$ cat config.mk
export PLATFORM = sky130hd
export DESIGN_NAME = multicycle_controller
export DESIGN_NICKNAME = d
export VERILOG_FILES = /design/src/rtl/riscv_ctrl_pkg.sv /design/src/rtl/alu_decoder.sv /design/src/rtl/multicycle_controller.sv
export SDC_FILE = /design/constraint.sdc
export NUM_CORES = 1
export LEC_CHECK = 0
export ABC_AREA = 0
export CORE_UTILIZATION = 40
export DETAILED_ROUTE_END_ITERATION = 10
export PLACE_DENSITY = 0.77
export SLEW_MARGIN = 20
export SYNTH_ARGS = -nofsm -noshare
export SYNTH_HDL_FRONTEND = slang
export SYNTH_HIERARCHICAL = 1
export SYNTH_SLANG_ARGS = --single-unit
export TNS_END_PERCENT = 5
$ cat constraint.sdc
create_clock -name clk -period 1.35 [get_ports clk]
set_clock_uncertainty 0.05 [all_clocks]
set_input_delay 0.135 -clock clk [delete_from_list [all_inputs] [get_ports clk]]
set_output_delay 0.135 -clock clk [all_outputs]
set_load 0.05 [all_outputs]
$ cat src/rtl/riscv_ctrl_pkg.sv
// Shared encodings for the multi-cycle RV32I controller: FSM states, opcodes,
// and the select/control codes driven into the datapath.
package riscv_ctrl_pkg;

  typedef enum logic [3:0] {
    S_FETCH,
    S_DECODE,
    S_MEMADR,
    S_MEMREAD,
    S_MEMWB,
    S_MEMWRITE,
    S_EXECR,
    S_EXECI,
    S_ALUWB,
    S_BRANCH,
    S_JAL,
    S_JALR,
    S_JALR_LINK,
    S_LUI,
    S_AUIPC
  } state_e;

  localparam logic [6:0] OP_LOAD   = 7'b0000011;
  localparam logic [6:0] OP_STORE  = 7'b0100011;
  localparam logic [6:0] OP_RTYPE  = 7'b0110011;
  localparam logic [6:0] OP_ITYPE  = 7'b0010011;
  localparam logic [6:0] OP_BRANCH = 7'b1100011;
  localparam logic [6:0] OP_JAL    = 7'b1101111;
  localparam logic [6:0] OP_JALR   = 7'b1100111;
  localparam logic [6:0] OP_LUI    = 7'b0110111;
  localparam logic [6:0] OP_AUIPC  = 7'b0010111;

  typedef enum logic [3:0] {
    ALU_ADD   = 4'b0000,
    ALU_SUB   = 4'b0001,
    ALU_AND   = 4'b0010,
    ALU_OR    = 4'b0011,
    ALU_XOR   = 4'b0100,
    ALU_SLT   = 4'b0101,
    ALU_SLTU  = 4'b0110,
    ALU_SLL   = 4'b0111,
    ALU_SRL   = 4'b1000,
    ALU_SRA   = 4'b1001,
    ALU_PASSB = 4'b1010
  } alu_op_e;

  typedef enum logic [2:0] {
    IMM_I = 3'b000,
    IMM_S = 3'b001,
    IMM_B = 3'b010,
    IMM_J = 3'b011,
    IMM_U = 3'b100
  } imm_src_e;

  typedef enum logic [1:0] {
    RES_ALUOUT    = 2'b00,
    RES_DATA      = 2'b01,
    RES_ALURESULT = 2'b10
  } result_src_e;

  typedef enum logic [1:0] {
    SRCA_PC    = 2'b00,
    SRCA_OLDPC = 2'b01,
    SRCA_RD1   = 2'b10
  } src_a_e;

  typedef enum logic [1:0] {
    SRCB_RD2  = 2'b00,
    SRCB_IMM  = 2'b01,
    SRCB_FOUR = 2'b10
  } src_b_e;

  // Undecodable opcodes fall back to the I-format; the instruction is trapped anyway.
  function automatic imm_src_e imm_for_op(input logic [6:0] op);
    case (op)
      OP_STORE:         return IMM_S;
      OP_BRANCH:        return IMM_B;
      OP_JAL:           return IMM_J;
      OP_LUI, OP_AUIPC: return IMM_U;
      default:          return IMM_I;
    endcase
  endfunction

  function automatic logic is_legal_op(input logic [6:0] op);
    case (op)
      OP_LOAD, OP_STORE, OP_RTYPE, OP_ITYPE, OP_BRANCH,
      OP_JAL, OP_JALR, OP_LUI, OP_AUIPC: return 1'b1;
      default:                           return 1'b0;
    endcase
  endfunction

endpackage

$ cat src/rtl/alu_decoder.sv
// Maps op/funct3/funct7b5 to an ALU operation; branches get the compare op
// that makes the zero flag meaningful for the taken decision.
module alu_decoder
  import riscv_ctrl_pkg::*;
(
  input  logic [6:0] i_op,
  input  logic [2:0] i_funct3,
  input  logic       i_funct7b5,
  output logic [3:0] o_alu_control
);

  always_comb begin
    o_alu_control = ALU_ADD;
    if (i_op == OP_BRANCH) begin
      case (i_funct3[2:1])
        2'b10:   o_alu_control = ALU_SLT;
        2'b11:   o_alu_control = ALU_SLTU;
        default: o_alu_control = ALU_SUB;
      endcase
    end else begin
      case (i_funct3)
        3'b000: begin
          // funct7b5 only selects SUB for register-register ops; addi ignores it.
          if (i_op == OP_RTYPE && i_funct7b5) o_alu_control = ALU_SUB;
          else                                o_alu_control = ALU_ADD;
        end
        3'b001: o_alu_control = ALU_SLL;
        3'b010: o_alu_control = ALU_SLT;
        3'b011: o_alu_control = ALU_SLTU;
        3'b100: o_alu_control = ALU_XOR;
        3'b101: begin
          if (i_funct7b5) o_alu_control = ALU_SRA;
          else            o_alu_control = ALU_SRL;
        end
        3'b110: o_alu_control = ALU_OR;
        default: o_alu_control = ALU_AND;
      endcase
    end
  end

endmodule

$ cat src/rtl/multicycle_controller.sv
// FSM sequencing a shared-memory multi-cycle RV32I datapath, with a ready
// handshake on the single memory port.
module multicycle_controller
  import riscv_ctrl_pkg::*;
(
  input  logic       clk,
  input  logic       reset,
  input  logic [6:0] op,
  input  logic [2:0] funct3,
  input  logic       funct7b5,
  input  logic       zero,
  input  logic       mem_ready,
  output logic       mem_req,
  output logic       mem_write,
  output logic       adr_src,
  output logic       ir_write,
  output logic       pc_write,
  output logic       reg_write,
  output logic [1:0] result_src,
  output logic [1:0] alu_src_a,
  output logic [1:0] alu_src_b,
  output logic [2:0] imm_src,
  output logic [3:0] alu_control,
  output logic       jalr,
  output logic       illegal_instr,
  output logic       instr_retire
);

  state_e     r_state;
  state_e     w_next;
  logic [3:0] w_alu_dec;
  logic       w_br_taken;
  logic       w_br_illegal;

  alu_decoder u_alu_decoder (
    .i_op          (op),
    .i_funct3      (funct3),
    .i_funct7b5    (funct7b5),
    .o_alu_control (w_alu_dec)
  );

  always_ff @(posedge clk) begin
    if (reset) r_state <= S_FETCH;
    else       r_state <= w_next;
  end

  always_comb begin
    w_next = r_state;
    case (r_state)
      S_FETCH:    if (mem_ready) w_next = S_DECODE;
      S_DECODE: begin
        case (op)
          OP_LOAD, OP_STORE: w_next = S_MEMADR;
          OP_RTYPE:          w_next = S_EXECR;
          OP_ITYPE:          w_next = S_EXECI;
          OP_BRANCH:         w_next = S_BRANCH;
          OP_JAL:            w_next = S_JAL;
          OP_JALR:           w_next = S_JALR;
          OP_LUI:            w_next = S_LUI;
          OP_AUIPC:          w_next = S_AUIPC;
          default:           w_next = S_FETCH;
        endcase
      end
      S_MEMADR: begin
        if (op == OP_LOAD) w_next = S_MEMREAD;
        else               w_next = S_MEMWRITE;
      end
      S_MEMREAD:   if (mem_ready) w_next = S_MEMWB;
      S_MEMWRITE:  if (mem_ready) w_next = S_FETCH;
      S_MEMWB:     w_next = S_FETCH;
      S_EXECR:     w_next = S_ALUWB;
      S_EXECI:     w_next = S_ALUWB;
      S_ALUWB:     w_next = S_FETCH;
      S_BRANCH:    w_next = S_FETCH;
      S_JAL:       w_next = S_ALUWB;
      S_JALR:      w_next = S_JALR_LINK;
      S_JALR_LINK: w_next = S_ALUWB;
      S_LUI:       w_next = S_ALUWB;
      S_AUIPC:     w_next = S_ALUWB;
      default:     w_next = S_FETCH;
    endcase
  end

  // The branch ALU op leaves zero=1 for "equal" (SUB) or "not less" (SLT/SLTU).
  always_comb begin
    w_br_taken   = 1'b0;
    w_br_illegal = 1'b0;
    case (funct3)
      3'b000:         w_br_taken   = zero;
      3'b001:         w_br_taken   = ~zero;
      3'b100, 3'b110: w_br_taken   = ~zero;
      3'b101, 3'b111: w_br_taken   = zero;
      default:        w_br_illegal = 1'b1;
    endcase
  end

  always_comb begin
    mem_req       = 1'b0;
    mem_write     = 1'b0;
    adr_src       = 1'b0;
    ir_write      = 1'b0;
    pc_write      = 1'b0;
    reg_write     = 1'b0;
    result_src    = RES_ALUOUT;
    alu_src_a     = SRCA_PC;
    alu_src_b     = SRCB_RD2;
    imm_src       = imm_for_op(op);
    alu_control   = ALU_ADD;
    jalr          = 1'b0;
    illegal_instr = 1'b0;
    instr_retire  = 1'b0;
    if (reset) begin
      // FETCH selects with every strobe held off, whatever state is being abandoned.
      alu_src_b  = SRCB_FOUR;
      result_src = RES_ALURESULT;
    end else begin
      case (r_state)
        S_FETCH: begin
          mem_req    = 1'b1;
          alu_src_b  = SRCB_FOUR;
          result_src = RES_ALURESULT;
          ir_write   = mem_ready;
          pc_write   = mem_ready;
        end
        S_DECODE: begin
          alu_src_a     = SRCA_OLDPC;
          alu_src_b     = SRCB_IMM;
          illegal_instr = ~is_legal_op(op);
          instr_retire  = ~is_legal_op(op);
        end
        S_MEMADR: begin
          alu_src_a = SRCA_RD1;
          alu_src_b = SRCB_IMM;
        end
        S_MEMREAD: begin
          mem_req = 1'b1;
          adr_src = 1'b1;
        end
        S_MEMWB: begin
          result_src   = RES_DATA;
          reg_write    = 1'b1;
          instr_retire = 1'b1;
        end
        S_MEMWRITE: begin
          mem_req      = 1'b1;
          mem_write    = 1'b1;
          adr_src      = 1'b1;
          instr_retire = mem_ready;
        end
        S_EXECR: begin
          alu_src_a   = SRCA_RD1;
          alu_control = w_alu_dec;
        end
        S_EXECI: begin
          alu_src_a   = SRCA_RD1;
          alu_src_b   = SRCB_IMM;
          alu_control = w_alu_dec;
        end
        S_ALUWB: begin
          reg_write    = 1'b1;
          instr_retire = 1'b1;
        end
        S_BRANCH: begin
          alu_src_a     = SRCA_RD1;
          alu_control   = w_alu_dec;
          pc_write      = w_br_taken;
          illegal_instr = w_br_illegal;
          instr_retire  = 1'b1;
        end
        S_JAL: begin
          alu_src_a = SRCA_OLDPC;
          alu_src_b = SRCB_FOUR;
          pc_write  = 1'b1;
        end
        S_JALR: begin
          alu_src_a  = SRCA_RD1;
          alu_src_b  = SRCB_IMM;
          result_src = RES_ALURESULT;
          jalr       = 1'b1;
          pc_write   = 1'b1;
        end
        S_JALR_LINK: begin
          alu_src_a = SRCA_OLDPC;
          alu_src_b = SRCB_FOUR;
        end
        S_LUI: begin
          alu_src_b   = SRCB_IMM;
          alu_control = ALU_PASSB;
        end
        S_AUIPC: begin
          alu_src_a = SRCA_OLDPC;
          alu_src_b = SRCB_IMM;
        end
        default: begin
          alu_src_b  = SRCB_FOUR;
          result_src = RES_ALURESULT;
        end
      endcase
    end
  end

endmodule

==> results of run 1 <==
kinds of logic after synthesis:
group,share of synthesized area [%]
compound gates,26.2
flops,8.23
xor+xnor,6.30
simple gates,46.5
mux,2.19
buf+inv,10.5
synth_stat cells, types with 2 or more instances:
library cell and count:
nand2_1 17, nor2_1 13, a21oi_1 12, nand3_1 8
buf_2 7, inv_1 7, nor2b_1 7, o21ai_0 7
nor3_1 5, xnor2_1 5, dfxtp_1 4, and2_1 3
nand2b_1 3, nand3b_1 3, nor3b_1 3, o211ai_1 3
o21ai_1 3, or3_1 3, a311oi_1 2, buf_6 2
clkbuf_1 2, nor4b_1 2, o31ai_1 2, xor2_1 2
through the flow:
step	hold WS [ns]	std cells
after CTS	0.396	257
after detailed placement	0.618	249
after global placement	0.581	249
after floorplan	0.161	152
repair_timing:
| item | CTS |
|---|---|
| gates resized for setup | 65 |
| endpoints found under the setup margin | 26 |
| buffers inserted | 5 |
| pin swaps | 17 |
==> qor.txt, run 1 <==
CTS Sinks: 4
worst endpoint type: primary output
Rows: 17
status: did not finish
Synth top area share: 8.23%
Chip Height: 51.3 um
H-tree levels: 1
clk buf depth: 2
Synth Register Bits: 4
Synth Flop Type: dfxtp_1
worst slack at placement: -0.706 ns
syn nets: 167
Seq/Total Area, Yosys: 8.23%
Syn. warnings: 6
synth unique cells: 51
Exit stage: global routing
Cells after Synth: 152
syn_area_per_cell: 6.40 um2
I/O pins: 37
DP HPWL: 3510 um
Placement Cell Area: 1930 um2
number of synthesized flops with an enable pin: 0
Die Span X: 51.3 um
largest area contributor in the netlist: dfxtp_1
Final Wtd Congestion: 0.924
IO Port Bufs: 36
First Err: [ERROR DPL-0038] Utilization greater than 100%, impossible to legalize
Starting Density: 43.2%
CTS Root Cell: clkbuf_4
TritonCTS buffer count: 3
Async S/R FF share, synth: 0%
top cells by area, synth: dfxtp_1 8.2%, nand2_1 6.6%, a21oi_1 6.2%, nor2_1 5.0%, nor2b_1 4.5%
largest net degree at the start of global routing: 15
synthesized area: 973 um2
GRT worst endpoint: pc_write
CTS Hold Bufs: 0
==> inputs of run 2 (changes only) <==
CORE_AREA = 2 2 63 65   (was default)
CORE_UTILIZATION = default   (was 40)
DIE_AREA = 0 0 65 67   (was default)
PLACE_DENSITY = default   (was 0.77)
PLACE_DENSITY_LB_ADDON = 0.15   (was default)
clock period = 1.8 ns   (was 1.35 ns; I/O delays follow)
==> run 2 against run 1 <==
Compared with the run above: the flow now finishes, with violations (setup timing); synthesized area unchanged; synthesized cell count unchanged.
==> qor.txt, run 2 <==
status: complete, but fails checks
failing checks: setup timing
fin nets: 233
commonest cells after routing, fill and taps aside: 32 x buf_4, 22 x buf_12, 15 x nand2_1
PwrDens: 315 nW/um2
Area Overhead vs Synth: 110%
Async S/R FF share, synth: 0% (unchanged)
synth unique cells: 51 (unchanged)
crit-path cells: nor2b_4 -> nor4b_4 -> a311oi_2 -> o31ai_2 -> clkbuf_16
CTS Root Cell: clkbuf_8
gr usage total: 17.7%
worst endpoint required time: 1.57 ns
DR pass1 iterations: 4
largest area contributor in the netlist: dfxtp_1
antenna violations before repair: 0
Reg2Reg Launch Point: r_state[1]
Core Region: 3610 um2
Die Span X: 65 um (+27%)
vias post-DR: 1,349
first-pass GRT wire length: 6040 um
largest net degree at the start of global routing: 21
top cells by area, synth: dfxtp_1 8.2%, nand2_1 6.6%, a21oi_1 6.2%, nor2_1 5.0%, nor2b_1 4.5%
number of synthesized flops with an enable pin: 0 (unchanged)
CTS tree: built
main combinational cell family by area after synthesis: simple AND/OR/NAND/NOR gates
Rows: 22 (+5)
die area: 4360 um2
number of global-route vias before repair: 1,383
Synth Register Bits: 4 (unchanged)
unrepaired setup endpoints after global routing: true
Slew @ Worst Pin: 0.422 ns
Wirelength per Cell: 13.5 um
endpoints failing setup: 2
largest fanout on the critical path: 5
worst min-delay path category: in -> reg
DRC violations left: 0
syn nets: 167 (unchanged)
top cells by count, synth: 17 x nand2_1, 13 x nor2_1, 12 x a21oi_1
Max-Cap Viols: 0
Worst path slowest cell: dfxtp_2
Placement Cell Area: 1820 um2 (-5.8%)
TritonCTS buffer count: 3 (unchanged)
synthesized area: 973 um2 (unchanged)
most common cell after layout, fill and taps aside: buf_4
share of layout cells above drive strength 1: 46.3%
DP HPWL: 2720 um (-23%)
CTS Sinks: 4 (unchanged)
final hold vios: 0
largest reg by FF count: r_state
Compound-Gate Fraction of Synth Area: 26.2% (unchanged)
min cycle time layout: 1.81 ns
Top Registers: r_state (4)
Synth Area in Adders: 0% (unchanged)
n_diodes: 0
global route overflow: 0
syn_area_per_cell: 6.40 um2 (unchanged)
critical path type: reg -> out
Worst EP arrival: 1.58 ns
Chip Height: 67 um (+31%)
CP Capture Type: primary output
Routed Antenna Nets: 0
CP startpoint kind: register
max reg flops: 4
crit path from: r_state[0]
Seq/Total Area, Yosys: 8.23% (unchanged)
HP Start: op[0]
fmax: 0.554 GHz
Peak VDD IR: 151 uV
max-slew violations: 0
Worst path max stage delay: 0.35 ns
clk buf depth: 2 (unchanged)
Syn. warnings: 6 (unchanged)
I/O pins: 37 (unchanged)
XOR/XNOR Fraction of Synth Area: 6.30% (unchanged)
worst slack at placement: -0.329 ns (+0.376 ns)
Synth Area in Simple Gates: 46.5% (unchanged)
clock latency on the worst-skew pair: 0.22 ns
Starting Density: 27.0% (-16 points)
FILL cells: 326
post-layout instance area: 2040 um2
Final Cycle Share: 100%
Cells after Synth: 152 (unchanged)
routed wire length: 3560 um
Synth Flop Type: dfxtp_1
Clock transition at path regs: 0.04 ns
Synth top area share: 8.23% (unchanged)
headroom to the max-slew limit: 71.5%
most common cell in the netlist: nand2_1
IO Port Bufs: 36 (unchanged)
DR iter-0 viols: 77
min setup slack post-route: -0.00650 ns
worst path buffer plus inverter count: 1
P_leak: 0.000810 uW
H-tree levels: 1 (unchanged)
CP top delay family: simple AND/OR/NAND/NOR gates
Final Wtd Congestion: 0.879 (-4.9%)
mux cell area share after synthesis: 2.19% (unchanged)
via density per instance: 5.11
==> run 2: cell counts after synthesis <==
No cell type changed its count.
==> run 2: layout make-up <==
type	instances	area [um2]	share of cell area [%]
Sequential cell	4	87.6	4.29
Tap cell	48	60.1	2.94
Inverter	7	26.3	1.29
Clock buffer	3	41.3	2.02
Multi-Input combinational cell	128	933	45.7
Timing Repair Buffer	74	893	43.7
==> run 2: logic make-up after synthesis <==
family | Yosys count
simple gates | 80
compound gates | 39
buf+inv | 20
xor+xnor | 7
flops | 4
mux | 2
==> run 2: stage by stage <==
step / total power, uW / utilization, % / TNS, ns / cells / hold slack, ns
finish: 643 / 56.6 / -0.00912 / 264 / 0.439
global route: 681 / 56.6 / -0.464 / 264 / 0.459
CTS: 619 / 53.9 / -0.0794 / 262 / 0.445
detailed placement: 417 / 50.5 / -2.00 / 257 / 0.632
global placement: 412 / 50.5 / -1.78 / 257 / 0.619
floorplan: 252 / - / -1.39 / 152 / 0.206
==> run 2: worst paths after layout <==
kind	end	depth (start not counted)	slack [ns]
min reg2reg	r_state[0]	2	0.64
min	r_state[1]	4	0.44
max	pc_write	5	-0.007
max reg2reg	r_state[2]	6	0.28
==> run 2: tightest hold or removal path: cells and delay by family <==
kind	cells	cell delay (ns)
AO/OA/AOI/OAI	1	0.05
AND/OR/NAND/NOR	1	0.06
buffers and inverters	2	0.38
==> run 2: layer usage <==
layer / share of wire [%] / global-route usage [%] / wire, um
met1: 43 / 19.8 / 1530
met2: 50 / 32.3 / 1770
met3: 5.2 / 3.55 / 185
met4: 2.1 / 7.45 / 74
met5: 0 / 0 / 0
==> run 2: timing repair <==
action	4_1_cts	5_1_grt
cloned	0	0
setup endpoints to repair	17	12
pin swaps	13	5
resized for setup	32	16
setup buffers	2	2
endpoints found under the hold margin	0	0
hold buffers	0	0
==> run 2: where the power goes <==
| part | switching (uW) | internal (uW) |
|---|---|---|
| combinational | 178 | 174 |
| sequential | 3.63 | 90.9 |
| clock | 53.7 | 143 |
| total | 235 | 408 |
Power figures use the tool's default switching activity.
==> inputs of run 3 (changes only) <==
==> constraint.sdc (replaced) <==
create_clock -name clk -period 1.8 [get_ports clk]
set_clock_uncertainty 0.05 [all_clocks]
set_input_delay 0.36 -clock clk [delete_from_list [all_inputs] [get_ports clk]]
set_output_delay 0.36 -clock clk [all_outputs]
set_load 0.05 [all_outputs]
==> run 3 against run 2 <==
Compared with the run above: the flow still finishes with violations (setup timing); design area is 11% higher; critical path type unchanged; die area stayed put; wire length is 17% higher; flip-flop and latch count stayed put; maximum frequency is 9.3% lower; global-route usage is 1.4 points higher.
==> qor.txt, run 3 (synthesis results as in run 2) <==
Worst path max stage delay: 0.40 ns (+0.05 ns)
min setup slack post-route: -0.193 ns (-0.186 ns)
FILL cells: 304 (-6.7%)
antenna violations before repair: 0 (unchanged)
Slew @ Worst Pin: 0.361 ns (-0.0612 ns)
Worst path slowest cell: dfxtp_4
worst path buffer plus inverter count: 2 (+1)
min cycle time layout: 1.99 ns (+0.186 ns)
Final Wtd Congestion: 0.895 (+1.8%)
unrepaired setup endpoints after global routing: true
worst min-delay path category: in -> reg
Rows: 22 (unchanged)
critical path type: reg -> out
fmax: 0.502 GHz (-9.3%)
CTS tree: built
status: complete, but fails checks
Max-Cap Viols: 0 (unchanged)
endpoints failing setup: 16 (+14)
CTS Root Cell: clkbuf_8
Starting Density: 27.0% (unchanged)
headroom to the max-slew limit: 75.6% (+4.1 points)
Area Overhead vs Synth: 133%
clock latency on the worst-skew pair: 0.22 ns (about the same)
H-tree levels: 1 (unchanged)
DR iter-0 viols: 62 (-19%)
final hold vios: 0 (unchanged)
Worst EP arrival: 1.58 ns (about the same)
clk buf depth: 2 (unchanged)
Core Region: 3610 um2 (unchanged)
max-slew violations: 0 (unchanged)
die area: 4360 um2 (unchanged)
largest net degree at the start of global routing: 13 (-38%)
fin nets: 246 (+5.6%)
CP startpoint kind: register
Final Cycle Share: 111% (+10 points)
Top Registers: r_state (4)
gr usage total: 19.1% (+1.4 points)
Chip Height: 67 um (unchanged)
n_diodes: 0 (unchanged)
failing checks: setup timing
DRC violations left: 0 (unchanged)
most common cell after layout, fill and taps aside: buf_4
number of global-route vias before repair: 1,408 (+1.8%)
share of layout cells above drive strength 1: 63.3% (+17 points)
largest reg by FF count: r_state
first-pass GRT wire length: 6450 um (+6.7%)
Wirelength per Cell: 15.0 um (+12%)
CP Capture Type: primary output
IO Port Bufs: 36 (unchanged)
largest fanout on the critical path: 6 (+1)
CP top delay family: simple AND/OR/NAND/NOR gates
Peak VDD IR: 154 uV (+1.7%)
routed wire length: 4160 um (+17%)
Worst R2R Path Depth: 5 (-1)
Routed Antenna Nets: 0 (unchanged)
via density per instance: 5.15 (+0.82%)
DR pass1 iterations: 4 (unchanged)
crit-path cells: buf_6 -> nor2b_4 -> a22oi_1 -> nor2_1 -> and2_4 -> buf_12
Die Span X: 65 um (unchanged)
commonest cells after routing, fill and taps aside: 43 x buf_4, 21 x buf_12, 12 x nand2_1
I/O pins: 37 (unchanged)
DP HPWL: 2850 um (+4.7%)
Worst Hold Path Cells: 4 (unchanged)
CTS Hold Bufs: 0 (unchanged)
global route overflow: 0 (unchanged)
max reg flops: 4 (unchanged)
Clock transition at path regs: 0.03 ns (about the same)
CTS Sinks: 4 (unchanged)
TritonCTS buffer count: 3 (unchanged)
Worst path depth: 6 (+1)
worst slack at placement: -0.676 ns (-0.347 ns)
worst endpoint required time: 1.39 ns (-0.18 ns)
vias post-DR: 1,427 (+5.8%)
P_leak: 0.000892 uW (+10%)
PwrDens: 302 nW/um2 (-4.0%)
setup TNS: -1.72 ns (-1.71 ns)
## run 3: changes by cell type in the layout (fill, tap and decap cells not counted), sizes merged
cell / before / now
buf: 59 / 82
clkbuf: 4 / 3
clkdlybuf4s15: 0 / 1
clkdlybuf4s18: 0 / 1
clkdlybuf4s50: 4 / 1
dlygate4sd2: 9 / 2
dlymetal6s2s: 1 / 0
## run 3: area by class of cell
cell class | count | area [um2] | share of cell area [%]
repair buffers | 87 | 950 | 41.9
well taps | 48 | 60.1 | 2.65
flip-flops and latches | 4 | 92.6 | 4.08
multi-input cells | 128 | 1100 | 48.4
clock buffers | 3 | 41.3 | 1.82
inverters | 7 | 26.3 | 1.16
## run 3: routing by layer
layer | part of all wire (%) | vias to the layer above | global-route usage, %
li1 | - | 700 | -
met1 | 41 | 681 | 23.2
met2 | 52 | 42 | 33.0
met3 | 5.3 | 4 | 4.39
met4 | 0.82 | 0 | 6.38
met5 | 0 | - | 0
## run 3: power breakdown
group          leakage (uW)  internal [uW]  switching (uW)  total, uW
clock network     0.0000216            143            55.0        198
logic              0.000836            193             202        395
registers         0.0000352           88.1            4.27       92.4
total              0.000892            425             261        686
## run 3: timing repair
action                     4_1_cts  5_1_grt
setup endpoints to repair       25       21
resized for setup               87       34
gates cloned                     0        0
setup buffers                    4        2
pin swaps                       19        8
## run 3: tightest hold or removal path: stages
cell,delay [ns]
buf_6,0.09
buf_4,0.13
nand4_1,0.08
o21ai_1,0.05
## run 3: path summary, 6_finish.rpt
check	start	slack, ns	endpoint
setup / recovery	r_state[2]	-0.19	alu_control[0]
hold / removal	op[1]	0.48	r_state[1]
setup reg to reg	r_state[2]	0.38	r_state[2]
hold reg to reg	r_state[0]	0.57	r_state[0]
## run 3: stage by stage
step / cells / util, % / hold slack [ns] / cell area [um2] / total power, uW
finish: 277 / 62.9 / 0.477 / 2270 / 686
global route: 277 / 62.9 / 0.491 / 2270 / 724
CTS: 275 / 59.0 / 0.473 / 2130 / 659
detailed placement: 268 / 53.1 / 0.606 / 1910 / 436
global placement: 268 / 53.1 / 0.590 / 1910 / 431
floorplan: 152 / - / 0.386 / 1020 / 257
